--- src/rtl/dffram_arb_pkg.sv ---
// Shared types for the DFFRAM arbiter and its two-way arbitration primitive.
// Port indices double as bit positions in the req/gnt vectors.
package dffram_arb_pkg;

    typedef enum logic {
        PORT_INSTR = 1'b0,
        PORT_DATA  = 1'b1
    } port_e;

    localparam int NUM_PORTS = 2;

    // Per-port response state captured at grant time, presented one cycle later.
    typedef struct packed {
        logic rvalid;
        logic err;
        logic is_read;
    } resp_t;

endpackage

--- src/rtl/rr_arb2.sv ---
// Two-requester arbiter with one-hot grant output.
// Build option DFFRAM_ARB_RR_EN: when defined, contested cycles alternate
// between the requesters using a last-winner pointer; when undefined, the
// data requester has fixed priority and no state exists.
module rr_arb2
    import dffram_arb_pkg::*;
(
`ifdef DFFRAM_ARB_RR_EN
    input  logic                 clk_i,
    input  logic                 rst_i,
`endif
    input  logic [NUM_PORTS-1:0] req_i,
    output logic [NUM_PORTS-1:0] gnt_o
);

`ifdef DFFRAM_ARB_RR_EN
    port_e last_q;

    // Contested cycles go to the port that did not win the last contest.
    always_comb begin
        gnt_o = req_i;
        if (req_i[PORT_DATA] && req_i[PORT_INSTR]) begin
            gnt_o = '0;
            if (last_q == PORT_INSTR) gnt_o[PORT_DATA]  = 1'b1;
            else                      gnt_o[PORT_INSTR] = 1'b1;
        end
    end

    // Pointer moves only when both ports competed; reset favours data first.
    always_ff @(posedge clk_i or posedge rst_i) begin
        if (rst_i) begin
            last_q <= PORT_INSTR;
        end else if (req_i[PORT_DATA] && req_i[PORT_INSTR]) begin
            last_q <= gnt_o[PORT_DATA] ? PORT_DATA : PORT_INSTR;
        end
    end
`else
    // Fixed priority: data always beats instruction fetch.
    always_comb begin
        gnt_o             = '0;
        gnt_o[PORT_DATA]  = req_i[PORT_DATA];
        gnt_o[PORT_INSTR] = req_i[PORT_INSTR] & ~req_i[PORT_DATA];
    end
`endif

endmodule

--- src/rtl/dffram_arbiter.sv ---
// Shares one single-port DFFRAM between the instruction-fetch and data ports.
// Grants are combinational, responses arrive exactly one cycle after grant.
// Build option DFFRAM_ARB_RR_EN selects round-robin arbitration (see rr_arb2).
module dffram_arbiter
    import dffram_arb_pkg::*;
#(
    parameter int          ADDR_W    = 12,
    parameter logic [31:0] BASE_ADDR = 32'h0000_0000
) (
    input  logic              CLK,
    input  logic              RST,
    input  logic              instr_req_i,
    input  logic [31:0]       instr_addr_i,
    output logic              instr_gnt_o,
    output logic              instr_rvalid_o,
    output logic [31:0]       instr_rdata_o,
    output logic              instr_err_o,
    input  logic              data_req_i,
    input  logic [31:0]       data_addr_i,
    input  logic              data_we_i,
    input  logic [3:0]        data_be_i,
    input  logic [31:0]       data_wdata_i,
    output logic              data_gnt_o,
    output logic              data_rvalid_o,
    output logic [31:0]       data_rdata_o,
    output logic              data_err_o,
    output logic              ram_en_o,
    output logic [3:0]        ram_we_o,
    output logic [ADDR_W-1:0] ram_a_o,
    output logic [31:0]       ram_di_o,
    input  logic [31:0]       ram_do_i
);

    function automatic logic addr_in_range(input logic [31:0] addr);
        return addr[31:ADDR_W+2] == BASE_ADDR[31:ADDR_W+2];
    endfunction

    logic [NUM_PORTS-1:0] req;
    logic [NUM_PORTS-1:0] gnt;
    logic                 instr_in, data_in;
    logic                 win_in, win_wr;
    logic [ADDR_W-1:0]    win_idx;
    logic [ADDR_W-1:0]    ram_a_q;
    logic [31:0]          ram_di_q;
    resp_t                instr_rsp_d, instr_rsp_q;
    resp_t                data_rsp_d, data_rsp_q;

    // Byte-offset bits never affect a word access.
    logic unused_addr_lsbs;
    assign unused_addr_lsbs = ^{instr_addr_i[1:0], data_addr_i[1:0]};

    assign req[PORT_INSTR] = instr_req_i;
    assign req[PORT_DATA]  = data_req_i;
    assign instr_in        = addr_in_range(instr_addr_i);
    assign data_in         = addr_in_range(data_addr_i);

    rr_arb2 u_arb (
`ifdef DFFRAM_ARB_RR_EN
        .clk_i (CLK),
        .rst_i (RST),
`endif
        .req_i (req),
        .gnt_o (gnt)
    );

    assign instr_gnt_o = gnt[PORT_INSTR];
    assign data_gnt_o  = gnt[PORT_DATA];

    // RAM-control mux: the winner drives the RAM; address and write data
    // hold their previous value whenever the RAM is not enabled.
    always_comb begin
        win_in   = 1'b0;
        win_wr   = 1'b0;
        win_idx  = instr_addr_i[ADDR_W+1:2];
        ram_en_o = 1'b0;
        ram_we_o = 4'b0000;
        ram_a_o  = ram_a_q;
        ram_di_o = ram_di_q;
        if (gnt[PORT_DATA]) begin
            win_in  = data_in;
            win_wr  = data_we_i;
            win_idx = data_addr_i[ADDR_W+1:2];
        end else if (gnt[PORT_INSTR]) begin
            win_in  = instr_in;
        end
        if (win_in) begin
            ram_en_o = 1'b1;
            ram_a_o  = win_idx;
            if (win_wr) begin
                ram_we_o = data_be_i;
                ram_di_o = data_wdata_i;
            end
        end
    end

    // Hold registers for the RAM address and write-data buses (datapath, no reset).
    always_ff @(posedge CLK) begin
        ram_a_q  <= ram_a_o;
        ram_di_q <= ram_di_o;
    end

    // Next response per port: valid on grant, error when out of range,
    // read data forwarded only for an in-range read.
    always_comb begin
        instr_rsp_d.rvalid  = gnt[PORT_INSTR];
        instr_rsp_d.err     = gnt[PORT_INSTR] & ~instr_in;
        instr_rsp_d.is_read = gnt[PORT_INSTR] & instr_in;
        data_rsp_d.rvalid   = gnt[PORT_DATA];
        data_rsp_d.err      = gnt[PORT_DATA] & ~data_in;
        data_rsp_d.is_read  = gnt[PORT_DATA] & data_in & ~data_we_i;
    end

    // Response registers; reset drops any pending response.
    always_ff @(posedge CLK or posedge RST) begin
        if (RST) begin
            instr_rsp_q <= '0;
            data_rsp_q  <= '0;
        end else begin
            instr_rsp_q <= instr_rsp_d;
            data_rsp_q  <= data_rsp_d;
        end
    end

    assign instr_rvalid_o = instr_rsp_q.rvalid;
    assign instr_err_o    = instr_rsp_q.err;
    assign instr_rdata_o  = instr_rsp_q.is_read ? ram_do_i : 32'h0;
    assign data_rvalid_o  = data_rsp_q.rvalid;
    assign data_err_o     = data_rsp_q.err;
    assign data_rdata_o   = data_rsp_q.is_read ? ram_do_i : 32'h0;

endmodule

--- config.mk ---
export PLATFORM = sky130hd
export DESIGN_NAME = dffram_arbiter
export DESIGN_NICKNAME = d
export VERILOG_FILES = /design/src/rtl/dffram_arb_pkg.sv /design/src/rtl/rr_arb2.sv /design/src/rtl/dffram_arbiter.sv
export SDC_FILE = /design/constraint.sdc
export NUM_CORES = 1
export LEC_CHECK = 0
export BUFFER_PORTS_ARGS = -buffer_cell sky130_fd_sc_hd__buf_4
export CAP_MARGIN = 20
export CORE_AREA = 2 2 100 102
export CTS_BUF_LIST = sky130_fd_sc_hd__clkbuf_16
export CTS_CLUSTER_SIZE = 12
export DETAILED_ROUTE_END_ITERATION = 16
export DIE_AREA = 0 0 102 104
export PLACE_DENSITY = 0.65
export SYNTH_ARGS = -nofsm -noshare
export SYNTH_HDL_FRONTEND = slang
export SYNTH_SLANG_ARGS = --single-unit
--- constraint.sdc ---
create_clock -name CLK -period 3 [get_ports CLK]
set_input_delay 0.6 -clock CLK [delete_from_list [all_inputs] [get_ports CLK]]
set_output_delay 0.6 -clock CLK [all_outputs]
set_load 0.01 [all_outputs]
==> results_dict.tcl <==
set metrics [dict create \
    port_buffers 251 \
    final_area_um2 4510 \
    grtUsageTotal_pct 14.3 \
    hpwl_um 7000 \
    drcViolationCount 0 \
    crit_type "in -> out" \
    place_area_um2 4360 \
    path_clk_slew_ps 60 \
    synth_fp_nets 354 \
    dp_cells 593 \
    yosysTopAreaCellShare_pct 37.6 \
    netlist_area_um2 2340 \
    cts-root-buf "clkbuf_16" \
    drt-pass1-iter-count 4 \
    clock-sinks 50 \
    vias 2481 \
    final_util_pct 47.2 \
    grt_max_degree 33 \
    crit_chain "buf_4 > nor4_2 > nand3_2 > nor3_4 > buf_4 > mux2_2 > buf_4" \
    setup_tns_ps 0 \
    synth.most_common_cell "and2_1" \
    vdd_drop_max_uv 184 \
    syn2layout_area_growth_pct 92.7 \
    overflow 0 \
    wl_per_cell_um 13.6 \
    setup.worst_path.end_class "primary output" \
    fmax_mhz 346 \
    cts_max_level 2 \
    slew_violations 0 \
    synthTopCellsByArea "dfxtp_1 (38%), mux2_2 (25%), and2_1 (18%)" \
    io_pins 256 \
    max_slew_margin_pct 51.6 \
    instances_no_fill 601 \
    drtIter0Drc 29 \
    hp-class "in -> async" \
    slowest_stage "mux2_2" \
    cts_buffer_depth 2 \
    diodes 0 \
    die_h_um 104 \
    core-area_um2 9550 \
    crit_top_cell "buf_4" \
    yosysSeqAreaShare_pct 44.0 \
    antenna_found_initial 2 \
    arrival_ps 2290 \
    fin_crit_sh_pct 96.5 \
    cp_max_fo 12 \
    slowest_delay_ps 370 \
    antenna_left 0 \
    fin_crit_ps 2890 \
    grt_pass1_wl_um 12100 \
    worst_pin_slew_ps 725 \
    yosys_most_used_dff "dfxtp_1" \
    startpoint_type "input port" \
    drive_gt1_share_pct 68.4 \
    worstPathRequired_ps 2400 \
    die-width_um 102 \
    power.density_nw_per_um2 305 \
    clock_skew_ps 0 \
    start_util_pct 24.5 \
    ys_types 18 \
    rsz0062_at_grt "no" \
    synth-edff-count 0 \
    fin_total_pwr_mw 1.38 \
    cts_tree "built" \
    async_flop_share_pct 12.0 \
    ys_seq_elements 50 \
    synth_common_cells "and2_1 (68), mux2_2 (52), dfxtp_1 (44), nor4_1 (9), clkbuf_1 (7)" \
    fp-row-count 36 \
    hold_viol_final 0 \
    cts_post_setup_buffers_inserted 0 \
    yosysWarnings 0 \
    vias_per_cell 4.13 \
    dieArea_um2 10600 \
    setup_viol 0 \
    grt_pass1_vias 2534 \
    clock_latency_ps 280 \
    routed_wl_um 8200 \
    nNetsFinal 604 \
    drv_cap 0 \
    syn_area_per_cell_um2 10.8 \
    leakage_nw 2.36 \
    yosysTopAreaCell "dfxtp_1" \
    cts_buffers 5 \
    synth_cells 217 \
    routabilityCongestion 0.822 \
    status "complete, no violations" \
]
[metrics by stage]
step	hold WS [ps]	setup slack [ps]
global route	247	6.67
global placement	443	88.7
CTS	227	73.0
finish	227	106
detailed placement	449	12.0
floorplan	391	333
[worst max-delay path, delay by kind of cell]
kind                   cells  cell delay, ps
and+or+nand+nor            3             830
buffers and inverters      3             490
muxes                      1             370
[layout make-up]
type | count | area, um^2
clock buffers | 5 | 125
fillers | 940 | 5040
inverters | 3 | 11.3
flip-flops and latches | 50 | 1030
multi-input cells | 152 | 1240
well taps | 133 | 166
clock inverters | 3 | 15.0
repair buffers | 255 | 1930
[power by group]
group / internal, mW / switching [mW] / total [mW]
Sequential: 0.668 / 0.000780 / 0.668
Combinational: 0.127 / 0.0457 / 0.173
Clock: 0.305 / 0.231 / 0.536
Total: 1.10 / 0.278 / 1.38
[per-layer routing]
metal,GRT usage (%),vias to the layer above,wire (um)
li1,-,1226,-
met1,13.1,1104,2670
met5,0,-,23
met4,4.48,4,163
met3,5.91,16,921
met2,27.7,131,4420
[logic make-up (layout without fill, tap and decap cells)]
group,count (synthesis),after routing,synth area share [%]
AO/OA/AOI/OAI,1,1,0.695
buffers and inverters,15,266,3.69
flip-flops,50,50,44.0
multiplexers,56,56,26.9
AND/OR/NAND/NOR,95,95,24.6
[cell usage in the layout, fill, tap and decap left out, drive strengths merged]
master / n
nand3: 4
inv: 4
and2: 68
o32ai: 1
buf: 255
mux2: 56
nor3: 3
clkinv: 2
nand2: 4
dfrtp: 6
or2: 1
nor4: 9
nor2: 6
clkbuf: 5
dfxtp: 44
[flip-flops by register name, summed over array words and instances, names as in the netlist]
name / flops
instr_rsp_q: 1
ram_a_q: 12
ram_di_q: 32
data_err_o: 1
data_rsp_q: 1
instr_err_o: 1
instr_rvalid_o: 1
data_rvalid_o: 1
[path summary, 6_finish.rpt]
check	slack, ps	depth (start not counted)	to	startpoint
worst min-delay path	230	2	instr_rsp_q[0]$_DFF_PP0_	RST
min in group CLK	460	1	ram_di_q[26]$_DFF_P_	ram_di_q[26]$_DFF_P_
worst min register to register	460	1	ram_di_q[26]$_DFF_P_	ram_di_q[26]$_DFF_P_
worst max register to register	2290	1	ram_di_q[30]$_DFF_P_	ram_di_q[30]$_DFF_P_
worst max-delay path	110	7	ram_di_o[27]	data_addr_i[27]
max in group asynchronous	2590	2	data_err_o$_DFF_PP0_	RST
[timing repair]
action                                  CTS  global route
endpoints found under the setup margin    1             1
hold buffers                              0             0
resized for setup                         1             1
endpoints found under the hold margin     0             0
Power figures use the tool's default switching activity.
